$ cat src/rtl/serial_divider.sv
// Radix-2 restoring divider for DIV/DIVU: one quotient bit per cycle, start/busy/done handshake.
// Optional macro SERIAL_DIVIDER_DIV0_FAST_EN: adds div_by_zero and a two-cycle divide-by-zero path.
module serial_divider #(
    parameter int WIDTH = 32,
    parameter int CNT_W = 6
) (
    input  logic             clk,
    input  logic             resetn,
    input  logic             start,
    input  logic             is_signed,
    input  logic [WIDTH-1:0] opA,
    input  logic [WIDTH-1:0] opB,
    output logic             busy,
    output logic             done,
    output logic [WIDTH-1:0] quotient,
`ifdef SERIAL_DIVIDER_DIV0_FAST_EN
    output logic [WIDTH-1:0] remainder,
    output logic             div_by_zero
`else
    output logic [WIDTH-1:0] remainder
`endif
);

    typedef enum logic [1:0] {
        S_IDLE = 2'd0,
        S_CALC = 2'd1,
        S_FIX  = 2'd2
    } state_t;

    state_t           state_q;
    logic [WIDTH-1:0] rem_q;
    logic [WIDTH-1:0] quo_q;
    logic [WIDTH-1:0] dvs_q;
    logic [WIDTH-1:0] dvd_raw_q;
    logic [CNT_W-1:0] cnt_q;
    logic             sign_a_q;
    logic             sign_b_q;
    logic             signed_q;
    logic             div0_q;
    logic             busy_q;
    logic             done_q;
    logic [WIDTH-1:0] quotient_q;
    logic [WIDTH-1:0] remainder_q;
`ifdef SERIAL_DIVIDER_DIV0_FAST_EN
    logic             dbz_q;
`endif

    // Operand magnitudes, taken straight from the ports in the accepting cycle.
    logic             neg_a_d;
    logic             neg_b_d;
    logic [WIDTH-1:0] abs_a_d;
    logic [WIDTH-1:0] abs_b_d;

    assign neg_a_d = is_signed & opA[WIDTH-1];
    assign neg_b_d = is_signed & opB[WIDTH-1];
    assign abs_a_d = neg_a_d ? (~opA + 1'b1) : opA;
    assign abs_b_d = neg_b_d ? (~opB + 1'b1) : opB;

    // One restoring step. A set top bit in the shifted value always exceeds the
    // divisor, so the borrow of the (WIDTH+1)-bit subtract is only meaningful below it.
    logic [WIDTH:0]   shifted_d;
    logic [WIDTH:0]   trial_d;
    logic             fits_d;
    logic [WIDTH-1:0] rem_d;
    logic [WIDTH-1:0] quo_d;

    assign shifted_d = {rem_q, quo_q[WIDTH-1]};
    assign trial_d   = shifted_d - {1'b0, dvs_q};
    assign fits_d    = shifted_d[WIDTH] | ~trial_d[WIDTH];
    assign rem_d     = fits_d ? trial_d[WIDTH-1:0] : shifted_d[WIDTH-1:0];
    assign quo_d     = {quo_q[WIDTH-2:0], fits_d};

    // Sign correction; the magnitude of the most negative dividend wraps back naturally.
    logic [WIDTH-1:0] q_fix_d;
    logic [WIDTH-1:0] r_fix_d;

    always_comb begin
        q_fix_d = quo_q;
        r_fix_d = rem_q;
        if (div0_q) begin
            q_fix_d = '1;
            r_fix_d = dvd_raw_q;
        end else if (signed_q) begin
            if (sign_a_q ^ sign_b_q) begin
                q_fix_d = ~quo_q + 1'b1;
            end
            if (sign_a_q) begin
                r_fix_d = ~rem_q + 1'b1;
            end
        end
    end

    always_ff @(posedge clk or negedge resetn) begin
        if (!resetn) begin
            state_q     <= S_IDLE;
            rem_q       <= '0;
            quo_q       <= '0;
            dvs_q       <= '0;
            dvd_raw_q   <= '0;
            cnt_q       <= '0;
            sign_a_q    <= 1'b0;
            sign_b_q    <= 1'b0;
            signed_q    <= 1'b0;
            div0_q      <= 1'b0;
            busy_q      <= 1'b0;
            done_q      <= 1'b0;
            quotient_q  <= '0;
            remainder_q <= '0;
`ifdef SERIAL_DIVIDER_DIV0_FAST_EN
            dbz_q       <= 1'b0;
`endif
        end else begin
            done_q <= 1'b0;
            case (state_q)
                S_IDLE: begin
                    if (start) begin
                        rem_q     <= '0;
                        quo_q     <= abs_a_d;
                        dvs_q     <= abs_b_d;
                        dvd_raw_q <= opA;
                        sign_a_q  <= neg_a_d;
                        sign_b_q  <= neg_b_d;
                        signed_q  <= is_signed;
                        div0_q    <= (opB == '0);
                        busy_q    <= 1'b1;
`ifdef SERIAL_DIVIDER_DIV0_FAST_EN
                        // Zero divisor bypasses CALC; FIX then waits one cycle before completing.
                        if (opB == '0) begin
                            cnt_q   <= CNT_W'(1);
                            state_q <= S_FIX;
                        end else begin
                            cnt_q   <= CNT_W'(WIDTH);
                            state_q <= S_CALC;
                        end
`else
                        cnt_q     <= CNT_W'(WIDTH);
                        state_q   <= S_CALC;
`endif
                    end
                end
                S_CALC: begin
                    rem_q <= rem_d;
                    quo_q <= quo_d;
                    cnt_q <= cnt_q - 1'b1;
                    if (cnt_q == CNT_W'(1)) begin
                        state_q <= S_FIX;
                    end
                end
                S_FIX: begin
                    if (cnt_q != '0) begin
                        cnt_q <= cnt_q - 1'b1;
                    end else begin
                        quotient_q  <= q_fix_d;
                        remainder_q <= r_fix_d;
`ifdef SERIAL_DIVIDER_DIV0_FAST_EN
                        dbz_q       <= div0_q;
`endif
                        done_q      <= 1'b1;
                        busy_q      <= 1'b0;
                        state_q     <= S_IDLE;
                    end
                end
                default: begin
                    state_q <= S_IDLE;
                    busy_q  <= 1'b0;
                end
            endcase
        end
    end

    assign busy      = busy_q;
    assign done      = done_q;
    assign quotient  = quotient_q;
    assign remainder = remainder_q;
`ifdef SERIAL_DIVIDER_DIV0_FAST_EN
    assign div_by_zero = dbz_q;
`endif

endmodule

$ cat config.mk
export PLATFORM = sky130hd
export DESIGN_NAME = serial_divider
export DESIGN_NICKNAME = d
export VERILOG_FILES = /design/src/rtl/serial_divider.sv
export SDC_FILE = /design/constraint.sdc
export NUM_CORES = 1
export LEC_CHECK = 0
export BUFFER_PORTS_ARGS = -buffer_cell sky130_fd_sc_hd__buf_2
export CORE_ASPECT_RATIO = 0.9
export CORE_MARGIN = 5
export CORE_UTILIZATION = 45
export DETAILED_ROUTE_END_ITERATION = 10
export HOLD_SLACK_MARGIN = 0.06
export PLACE_DENSITY = 0.66
export SLEW_MARGIN = 20
export SYNTH_ARGS = -nofsm -noshare
export SYNTH_HDL_FRONTEND = slang
export SYNTH_SLANG_ARGS = --single-unit
$ cat constraint.sdc
create_clock -name clk -period 7.7 [get_ports clk]
set_input_delay 0 -clock clk [delete_from_list [all_inputs] [get_ports clk]]
set_output_delay 0 -clock clk [all_outputs]
set_load 0.03 [all_outputs]
==> results.sh, run 1 <==
export IMPL_status="complete, no violations"
export IMPL_final_util_pct=55.03
export IMPL_io_buffers=133
export IMPL_synth_top_area_share_pct=39.85
export IMPL_sequentialPowerShare_pct=28.7
export IMPL_grt_pass1_wl_um=58610
export IMPL_die_y_um=170.8
export IMPL_dr_pass1_iters=5
export IMPL_cp_start_kind="flop"
export IMPL_drive_above_1_share_pct=14.00
export IMPL_layout_nets=1816
export IMPL_critical_path_max_fanout=32
export IMPL_antenna_found_initial=0
export IMPL_synth_commonest_cells="dfrtp_1 (206), nand2_1 (184), o21ai_0 (162)"
export IMPL_syn_mean_instance_area_um2=8.427
export IMPL_ff2ff_path_depth=11
export IMPL_rsz0062_at_grt="false"
export IMPL_crit_family="compound AO/OA/AOI/OAI gates"
export IMPL_crit_path_end_kind="flop"
export IMPL_p_per_area_nw_per_um2=419.2
export IMPL_clock_skew_ns=0.007857
export IMPL_ys_async_sr_fraction_pct=100.0
export IMPL_tightest_slew_ns=0.9506
export IMPL_io_pins=134
export IMPL_ctsResizeCount=0
export IMPL_synth_top_area_cell="dfrtp_1"
export IMPL_ys_types=69
export IMPL_fmax_ghz=0.2701
export IMPL_area_growth_syn_to_layout_pct=19.79
export IMPL_ir_drop_mv=0.2052
export IMPL_die_w_um=188.7
export IMPL_combPwrFrac_pct=53.6
export IMPL_netlist_area_um2=12930
export IMPL_net_switching_power_mw=2.968
export IMPL_path_clk_slew_ns=0.06
export IMPL_cts_buffers=24
export IMPL_worstReg2RegStart="quo_q[31]"
export IMPL_clk_path_buf_depth=3
export IMPL_drc=0
export IMPL_first_iter_violations=962
export IMPL_yosys_top_cells_area="dfrtp_1 (40%), o21ai_0 (6.3%), a21oi_1 (6.2%)"
export IMPL_clock_root_buffer="clkbuf_16"
export IMPL_synth_edf_count=0
export IMPL_cpPeakStageDelay_ns=0.56
export IMPL_wirelength_um=35560
export IMPL_ff2ff_setup_slack_ns=4.00
export IMPL_r2r_end="rem_q[15]"
export IMPL_syn_inst=1535
export IMPL_pre_cts_ws_ns=4.108
export IMPL_hold_viol=0
export IMPL_clock_sinks=206
export IMPL_fin_crit_ns=3.702
export IMPL_start_util_pct=45.94
export IMPL_synth_warnings=0
export IMPL_crit_buf_inv=1
export IMPL_cts_tree="yes"
export IMPL_num_antenna_cells=0
export IMPL_grt_use_total_pct=21.75
export IMPL_drtAntennaViolNets=0
export IMPL_cp_slowest_cell="a211oi_1"
export IMPL_cp_arrival_ns=4.10
export IMPL_synthFlopType="dfrtp_1"
export IMPL_post_route_period_util_pct=48.08
export IMPL_seq_area_frac_synth_pct=39.85
export IMPL_synth_fp_nets=1647
export IMPL_swShare_pct=45.70
export IMPL_slew_headroom_pct=36.04
export IMPL_first_global_vias=11450
export IMPL_gp_congestion=0.8913
export IMPL_synth_most_common_cell="dfrtp_1"
export IMPL_vias_per_cell=5.665
export IMPL_cp_required_ns=8.10
export IMPL_hp_class="in -> async"
export IMPL_path_cells="inv_1, ha_1, fa_1, nand2b_1, a21oi_1, o2111ai_1, a211oi_1, nor2_1, o221a_2, a32o_1, a31o_2"
export IMPL_ys_seq_elements=206
export IMPL_grt_overflow_total=0
export IMPL_clkPwrFrac_pct=17.7
export IMPL_clock_latency_ns=0.51
export IMPL_grt_max_degree=79
export IMPL_rows=58
export IMPL_setup_violations_final=0
export IMPL_htree_levels=1
export IMPL_drv_slew=0
export IMPL_intPower_mw=3.527
export IMPL_fin_setup_tns_ns=0
export IMPL_hpwl_um=25400
export IMPL_leakage_nw=7.012
export IMPL_num_vias=11790
export IMPL_die_area_um2=32240
export IMPL_path_class="reg -> reg"
export IMPL_wl_per_cell_um=17.09
export IMPL_worst_slack_ns=3.998
export IMPL_drv_cap=0
export IMPL_fp_coreArea_um2=28160
metrics by stage:
| stage | hold WS, ns | instances | total power [mW] | area (um2) |
|---|---|---|---|---|
| finish | 0.08144 | 2081 | 6.496 | 15490 |
| global route | 0.1550 | 2081 | 7.051 | 15490 |
| CTS | 0.1077 | 2081 | 6.503 | 15490 |
| detailed placement | 0.08528 | 1953 | 5.282 | 13850 |
| global placement | 0.07570 | 1953 | 5.227 | 13850 |
| floorplan | -0.2956 | 1535 | 4.411 | 12930 |
sequential cells by signal (all words and copies together), names as in the netlist:
name	cells
dvd_raw_q	32
dvs_q	32
quo_q	32
quotient	32
rem_q	32
remainder	32
cnt_q	6
state_q	2
busy	1
div0_q	1
done	1
sign_a_q	1
sign_b_q	1
signed_q	1
routing by layer:
metal | part of all wire, % | GRT usage (%)
met5 | 0 | 0
met4 | 2.2 | 5.005
met3 | 4.4 | 2.856
met2 | 46 | 36.21
met1 | 47 | 30.61
timing repair:
item                                   in CTS  in global routing
endpoints found under the hold margin     176                  0
buffers inserted                            0                  0
hold buffers                               85                  0
cell usage in the layout (no fill, tap or decap), types with 7 or more instances in the layout:
cell type / Yosys / final
a32oi_1: 10 / 10
nand3b_1: 7 / 7
nor2_1: 129 / 128
buf_2: 1 / 132
nor4_1: 17 / 17
and3_1: 8 / 8
ha_1: 43 / 43
a31oi_1: 8 / 8
dlygate4sd3_1: 0 / 85
o211ai_1: 7 / 7
clkbuf_16: 0 / 25
a21o_1: 13 / 13
o31ai_1: 20 / 20
inv_1: 60 / 60
or4_1: 9 / 9
nand4_1: 14 / 14
xor2_1: 65 / 65
mux2_2: 30 / 30
a21oi_1: 161 / 161
buf_4: 0 / 12
nor3_1: 25 / 25
clkinv_2: 0 / 9
xnor2_1: 74 / 74
and2_1: 8 / 8
nand3_1: 66 / 65
o41ai_1: 11 / 11
nand2_1: 184 / 183
o21ai_0: 162 / 161
or3_1: 17 / 17
dfrtp_1: 206 / 205
nand2b_1: 12 / 12
worst max-delay path by stage:
stage          depth (start not counted)  slack [ns]  startpoint   endpoint
5_1_grt                               11        3.82   quo_q[31]  rem_q[15]
3_3_place_gp                          11        4.15   quo_q[31]  rem_q[15]
6_report                              11        4.00   quo_q[31]  rem_q[15]
4_1_cts                               11        4.07   quo_q[31]  rem_q[15]
2_1_floorplan                         12        4.81   quo_q[31]   rem_q[0]
3_5_place_dp                          11        4.11   quo_q[31]  rem_q[15]
worst reg2reg max path: stages (launching register included):
cell and delay, ns:
dfrtp_1 0.32, inv_1 0.08, ha_1 0.24, fa_1 0.38, nand2b_1 0.19, a21oi_1 0.18, o2111ai_1 0.30, a211oi_1 0.56
nor2_1 0.20, o221a_2 0.54, a32o_1 0.37, a31o_2 0.20
power by group through the flow:
stage	Sequential (mW)	Clock, mW	Combinational (mW)
after floorplan	1.83	0	2.58
after global placement	1.87	0	3.36
after detailed placement	1.88	0	3.41
after CTS	1.86	1.17	3.47
after global routing	1.92	1.21	3.91
final	1.86	1.15	3.48
cell type report:
type | instances | area [um2]
fill | 2632 | 12660
clock buffer | 29 | 670.6
inverter | 60 | 225.2
sequential | 206 | 5156
timing repair buffer | 230 | 1615
multi-input combinational | 1182 | 7249
tap | 360 | 450.4
clock inverter | 14 | 127.6
kinds of logic (layout without fill, tap and decap cells):
logic type	Yosys count	in the layout	share of synthesized area (%)
AND/OR/NAND/NOR	521	521	19.02
multiplexers	36	36	3.076
buffers and inverters	147	333	4.275
AO/OA/AOI/OAI	442	442	20.05
XOR/XNOR	139	139	9.412
adder cells (fa/ha/maj)	44	44	4.314
flip-flops	206	206	39.85
Power figures use the tool's default switching activity.
==> run 2: changes to the inputs <==
Settings changed: ABC_AREA from default to 1, PLACE_DENSITY 0.66 to 0.68.
Clock period 7.7 ns to 3.4 ns, I/O delays scaled along.
==> run 2 against run 1 <==
Non-clock buffer count increased by 8. Critical path depth increased by 3. Worst setup slack got worse by 3.5 ns. Combinational power increased to 3.1 times the previous value. Sequential cell count unchanged. First-iteration DRC count increased by 68%. Cell area increased by 14%. Routed wire length increased by 36%. Register-to-register slack got worse by 3.4 ns. Count of clock-buffer cells in the layout decreased by 2. Clock skew increased by 0.038 ns.
==> results.sh, run 2 <==
export IMPL_status="complete, no violations"
export IMPL_fin_area_um2=17590
export IMPL_r2r_end="dvs_q[13]"
export IMPL_drv_cap=0
export IMPL_clock_skew_ns=0.04619
export IMPL_path_class="in -> reg"
export IMPL_cp_start_kind="primary input"
export IMPL_mostFrequentLayoutCell="nand2_1"
export IMPL_ir_drop_mv=0.6270
export IMPL_worst_slack_ns=0.4646
export IMPL_slew_headroom_pct=40.48
export IMPL_drc=0
export IMPL_area_growth_syn_to_layout_pct=18.44
export IMPL_critical_path_max_fanout=23
export IMPL_num_vias=15610
export IMPL_path_clk_slew_ns=0.06
export IMPL_num_antenna_cells=0
export IMPL_synth_top_area_share_pct=34.72
export IMPL_grt_overflow_total=0
export IMPL_worstReg2RegStart="state_q[1]"
export IMPL_syn_mean_instance_area_um2=6.479
export IMPL_layout_nets=2595
export IMPL_die_y_um=182.3
export IMPL_net_switching_power_mw=9.323
export IMPL_combPwrFrac_pct=59.4
export IMPL_clock_sinks=206
export IMPL_placed_area_um2=15900
export IMPL_synth_most_common_cell="nand2_1"
export IMPL_ctsResizeCount=0
export IMPL_cts_tree="yes"
export IMPL_ys_seq_elements=206
export IMPL_synth_warnings=0
export IMPL_die_area_um2=36740
export IMPL_crit_path_end_kind="flop"
export IMPL_rsz0062_at_grt="false"
export IMPL_clk_path_buf_depth=3
export IMPL_tightest_slew_ns=0.8928
export IMPL_cts_buffers=25
export IMPL_drv_slew=0
export IMPL_yosys_top_cells_area="dfrtp_1 (35%), nand2_1 (18%), inv_1 (8.6%)"
export IMPL_ys_types=45
export IMPL_synth_edf_count=0
export IMPL_wirelength_um=48230
export IMPL_nFillCells=3246
export IMPL_grt_use_total_pct=25.80
export IMPL_rows=63
export IMPL_drive_above_1_share_pct=9.716
export IMPL_grt_pass1_wl_um=78030
export IMPL_synthFlopType="dfrtp_1"
export IMPL_vias_per_cell=5.341
export IMPL_netlist_area_um2=14850
export IMPL_pre_cts_ws_ns=0.8329
export IMPL_clock_latency_ns=0.56
export IMPL_first_iter_violations=1612
export IMPL_gp_congestion=0.9846
export IMPL_synth_fp_nets=2404
export IMPL_ff2ff_path_depth=7
export IMPL_hp_class="in -> async"
export IMPL_seq_area_frac_synth_pct=34.72
export IMPL_dr_pass1_iters=5
export IMPL_layout_common_cells="nand2_1 (719), inv_1 (341), nand3_1 (213)"
export IMPL_hold_viol=0
export IMPL_ff2ff_setup_slack_ns=0.60
export IMPL_leakage_nw=9.564
export IMPL_synth_commonest_cells="nand2_1 (720), inv_1 (342), nand3_1 (213)"
export IMPL_cp_required_ns=3.85
export IMPL_p_per_area_nw_per_um2=1024
export IMPL_start_util_pct=45.28
export IMPL_syn_inst=2292
export IMPL_fin_setup_tns_ns=0
export IMPL_grt_max_degree=105
export IMPL_clkPwrFrac_pct=15.8
export IMPL_io_pins=134
export IMPL_die_w_um=201.5
export IMPL_sequentialPowerShare_pct=24.8
export IMPL_wl_per_cell_um=16.50
export IMPL_io_buffers=133
export IMPL_intPower_mw=8.681
export IMPL_clock_root_buffer="clkbuf_16"
export IMPL_fin_crit_ns=2.935
export IMPL_drtAntennaViolNets=0
export IMPL_post_route_period_util_pct=86.33
export IMPL_synth_top_area_cell="dfrtp_1"
export IMPL_hpwl_um=36670
export IMPL_fp_coreArea_um2=32790
export IMPL_swShare_pct=51.78
export IMPL_cp_arrival_ns=3.38
export IMPL_first_global_vias=14810
export IMPL_multi_input_area_um2=8066
export IMPL_ys_async_sr_fraction_pct=100.0
export IMPL_fmax_ghz=0.3407
export IMPL_htree_levels=1
export IMPL_antenna_found_initial=0
export IMPL_setup_violations_final=0
export IMPL_ff_latch_area_um2=5155
## run 2: changes by cell type after synthesis, moves of 27 or more
cell | previous run | this run
a21oi_1 | 161 | 87
clkbuf_1 | 81 | 36
inv_1 | 60 | 342
mux2_2 | 30 | 0
nand2_1 | 184 | 720
nand3_1 | 66 | 213
nand4_1 | 14 | 42
nor2_1 | 129 | 183
xnor2_1 | 74 | 18
xor2_1 | 65 | 38
## run 2: layer usage
metal | global-route usage [%] | vias up | part of all wire (%)
met4 | 6.588 | 0 | 2.6
li1 | - | 7705 | -
met3 | 3.287 | 77 | 6.8
met2 | 39.30 | 558 | 42
met1 | 38.97 | 7271 | 48
met5 | 0 | - | 0
## run 2: what timing repair did
action,CTS,global route
hold buffers,82,0
setup endpoints to repair,0,0
setup buffers,0,0
endpoints found under the hold margin,201,0
## run 2: power by group through the flow
stage | logic (mW) | clock network, mW | registers, mW
CTS | 10.6 | 2.88 | 4.46
global placement | 10.3 | 0 | 4.46
floorplan | 7.18 | 0 | 4.87
finish | 10.7 | 2.84 | 4.47
global route | 12.0 | 3.00 | 4.60
detailed placement | 10.4 | 0 | 4.48
## run 2: final cells by class
cell class              count  share of cell area, %
inverters                 346                  7.385
clock inverters            18                  1.345
multi-input cells        1666                  45.87
flip-flops and latches    206                  29.31
well taps                 422                  3.002
clock buffers              27                  3.600
repair buffers            238                  9.491
## run 2: worst max-delay path by stage
stage,startpoint,endpoint,slack [ns],cells past startpoint
2_1_floorplan,quo_q[31],rem_q[20],1.24,16
3_3_place_gp,quo_q[31],rem_q[26],0.94,15
3_5_place_dp,quo_q[31],rem_q[1],0.83,15
4_1_cts,is_signed,dvs_q[25],0.53,14
5_1_grt,is_signed,dvs_q[25],0.19,14
6_report,is_signed,dvs_q[29],0.46,14
## run 2: cells by family after synthesis
kind of cell	after synthesis	share of synthesized area [%]
xor+xnor	56	3.303
fa+ha+maj	44	3.758
buf+inv	420	11.05
compound gates	335	12.11
flops	206	34.72
simple gates	1231	35.06
## run 2: critical path, cell delays in order
cell           delay [ns]
dlygate4sd3_1        0.52
buf_2                0.21
nand2_1              0.07
buf_4                0.21
inv_1                0.50
nand2_1              0.17
o21ai_1              0.20
inv_1                0.13
nand2_1              0.07
nand2_1              0.06
dlygate4sd3_1        0.55
nand3_1              0.06
dlygate4sd3_1        0.57
nand2_1              0.05
## run 2: metrics by stage
step	utilization, %	power, mW	hold slack, ns	instances
floorplan	-	12.05	-0.2956	2292
global placement	48.48	14.71	0.1064	2796
detailed placement	48.48	14.89	0.1190	2796
CTS	53.63	17.89	0.1420	2923
global route	53.63	19.59	0.1782	2923
finish	53.63	18.00	0.07063	2923
==> run 3: changes to the inputs <==
Settings changed: ABC_AREA 1 to default.
==> run 3 against run 2 <==
Worst setup slack worse by 0.15 ns. Hold slack better by 0.044 ns. Sequential cell count is the same. Count of clock-buffer cells in the layout up 10. Critical endpoint is now rem_q[21].
==> results.sh, run 3 (synthesis gave the netlist of run 1 again) <==
export IMPL_gp_congestion=0.9533
export IMPL_die_y_um=170.8
export IMPL_io_buffers=133
export IMPL_first_iter_violations=1063
export IMPL_clock_skew_ns=0.01564
export IMPL_path_class="reg -> reg"
export IMPL_postCtsSetupBuffers=0
export IMPL_sequentialPowerShare_pct=27.2
export IMPL_clock_root_buffer="clkbuf_16"
export IMPL_layout_common_cells="dfrtp_1 (205), nand2_1 (183), o21ai_0 (162)"
export IMPL_combPwrFrac_pct=55.0
export IMPL_drv_slew=0
export IMPL_status="complete, no violations"
export IMPL_crit_path_end_kind="flop"
export IMPL_dr_pass1_iters=5
export IMPL_hold_viol=0
export IMPL_nFillCells=2551
export IMPL_intPower_mw=8.374
export IMPL_htree_levels=1
export IMPL_hp_class="in -> async"
export IMPL_gr_usage_met1_pct=32.20
export IMPL_post_route_period_util_pct=90.70
export IMPL_grt_overflow_total=0
export IMPL_io_pins=134
export IMPL_p_total_mw=15.21
export IMPL_top_usage_layer="met2"
export IMPL_ir_drop_mv=0.4106
export IMPL_clock_sinks=206
export IMPL_hpwl_um=26290
export IMPL_clock_latency_ns=0.52
export IMPL_ff_latch_area_um2=5156
export IMPL_clk_path_buf_depth=3
export IMPL_drive_above_1_share_pct=15.35
export IMPL_die_area_um2=32240
export IMPL_gr_usage_met2_pct=36.72
export IMPL_tightest_slew_ns=0.9860
export IMPL_die_w_um=188.7
export IMPL_fmax_ghz=0.3243
export IMPL_path_clk_slew_ns=0.06
export IMPL_multi_input_area_um2=7249
export IMPL_leakage_nw=7.210
export IMPL_first_global_vias=11620
export IMPL_swShare_pct=44.96
export IMPL_critical_path_max_fanout=30
export IMPL_setup_violations_final=0
export IMPL_rows=58
export IMPL_p_per_area_nw_per_um2=960.2
export IMPL_cts_buffers=24
export IMPL_fin_crit_ns=3.084
export IMPL_fin_setup_tns_ns=0
export IMPL_dp_cells=1985
export IMPL_cp_required_ns=3.83
export IMPL_clkPwrFrac_pct=17.8
export IMPL_mostFrequentLayoutCell="dfrtp_1"
export IMPL_wl_per_cell_um=17.48
export IMPL_drc=0
export IMPL_rsz0062_at_grt="false"
export IMPL_cts_tree="yes"
export IMPL_num_vias=12100
export IMPL_fp_coreArea_um2=28160
export IMPL_start_util_pct=45.94
export IMPL_wirelength_um=37060
export IMPL_drv_cap=0
export IMPL_grtUsageMet3_pct=2.978
export IMPL_cp_arrival_ns=3.51
export IMPL_fin_cells=2120
export IMPL_grt_max_degree=100
export IMPL_antenna_found_initial=0
export IMPL_vias_per_cell=5.708
export IMPL_slew_headroom_pct=34.19
export IMPL_drtAntennaViolNets=0
export IMPL_net_switching_power_mw=6.840
export IMPL_area_growth_syn_to_layout_pct=22.50
export IMPL_cp_start_kind="flop"
export IMPL_layout_nets=1853
export IMPL_grt_pass1_wl_um=60240
export IMPL_ctsResizeCount=0
export IMPL_grt_use_total_pct=22.45
==> run 3: cell count changes in the layout (fill, tap and decap cells not counted), sizes merged, moves of 20 or more <==
cell / delta
o21ai: -32
nand3: -153
xnor2: +56
nand2: -541
nand4: -28
buf: +20
mux2: +30
a21oi: +74
xor2: +27
nor2: -65
inv: -292
==> run 3: critical path, cell delays in order, from the launching register on <==
cell,delay (ns)
dfrtp_1,0.44
inv_1,0.13
fa_1,0.45
nand2b_1,0.20
a21oi_1,0.17
o2111ai_1,0.23
a211oi_1,0.25
buf_4,0.17
nor2_1,0.08
o221ai_2,0.23
buf_12,0.22
nand2_1,0.15
o21ai_0,0.26
==> run 3: area by class of cell <==
| class | instances | area share [%] |
|---|---|---|
| clock inverter | 7 | 0.5685 |
| timing repair buffer | 267 | 12.18 |
| antenna | 1 | 0.01579 |
| inverter | 60 | 1.421 |
| clock buffer | 37 | 4.675 |
| tap | 360 | 2.843 |
| sequential | 206 | 32.54 |
| multi-input combinational | 1182 | 45.75 |
==> run 3: final timing paths <==
path	start	cells past startpoint	slack, ns	endpoint
setup / recovery	rem_q[0]	12	0.32	rem_q[21]
hold / removal	resetn	2	0.11	done
setup reg to reg	rem_q[0]	12	0.32	rem_q[21]
hold reg to reg	quotient[23]	2	0.47	quotient[23]
max in group asynchronous	resetn	3	2.38	rem_q[18]
min in group clk	opA[7]	3	0.30	dvd_raw_q[7]
==> run 3: metal layers <==
metal,routed length [um],vias to the layer above
met5,0,-
met4,784,0
met3,2027,59
met2,17270,347
met1,16980,5848
li1,-,5846
==> run 3: per-stage QoR <==
step                utilization (%)  hold WS, ns  worst slack, ns  cell area (um2)
finish                        56.27       0.1148           0.3162            15850
global route                  56.27       0.2323          0.01069            15840
CTS                           56.27       0.1582           0.3258            15840
detailed placement            50.12       0.1397           0.3413            14110
global placement              50.12       0.1377           0.4057            14110
floorplan                         -      -0.2956           0.5129            12930
==> run 3: repair_timing <==
| item | 4_1_cts | 5_1_grt |
|---|---|---|
| endpoints found under the hold margin | 189 | 0 |
| setup endpoints to repair | 0 | 0 |
| hold buffers | 90 | 0 |
==> run 3: power groups by stage <==
| stage | clock [mW] | sequential (mW) | combinational [mW] |
|---|---|---|---|
| 2_1_floorplan | 0 | 4.14 | 5.85 |
| 3_3_place_gp | 0 | 4.15 | 7.99 |
| 3_5_place_dp | 0 | 4.17 | 8.12 |
| 4_1_cts | 2.74 | 4.13 | 8.30 |
| 5_1_grt | 2.84 | 4.25 | 9.34 |
| 6_report | 2.70 | 4.14 | 8.37 |
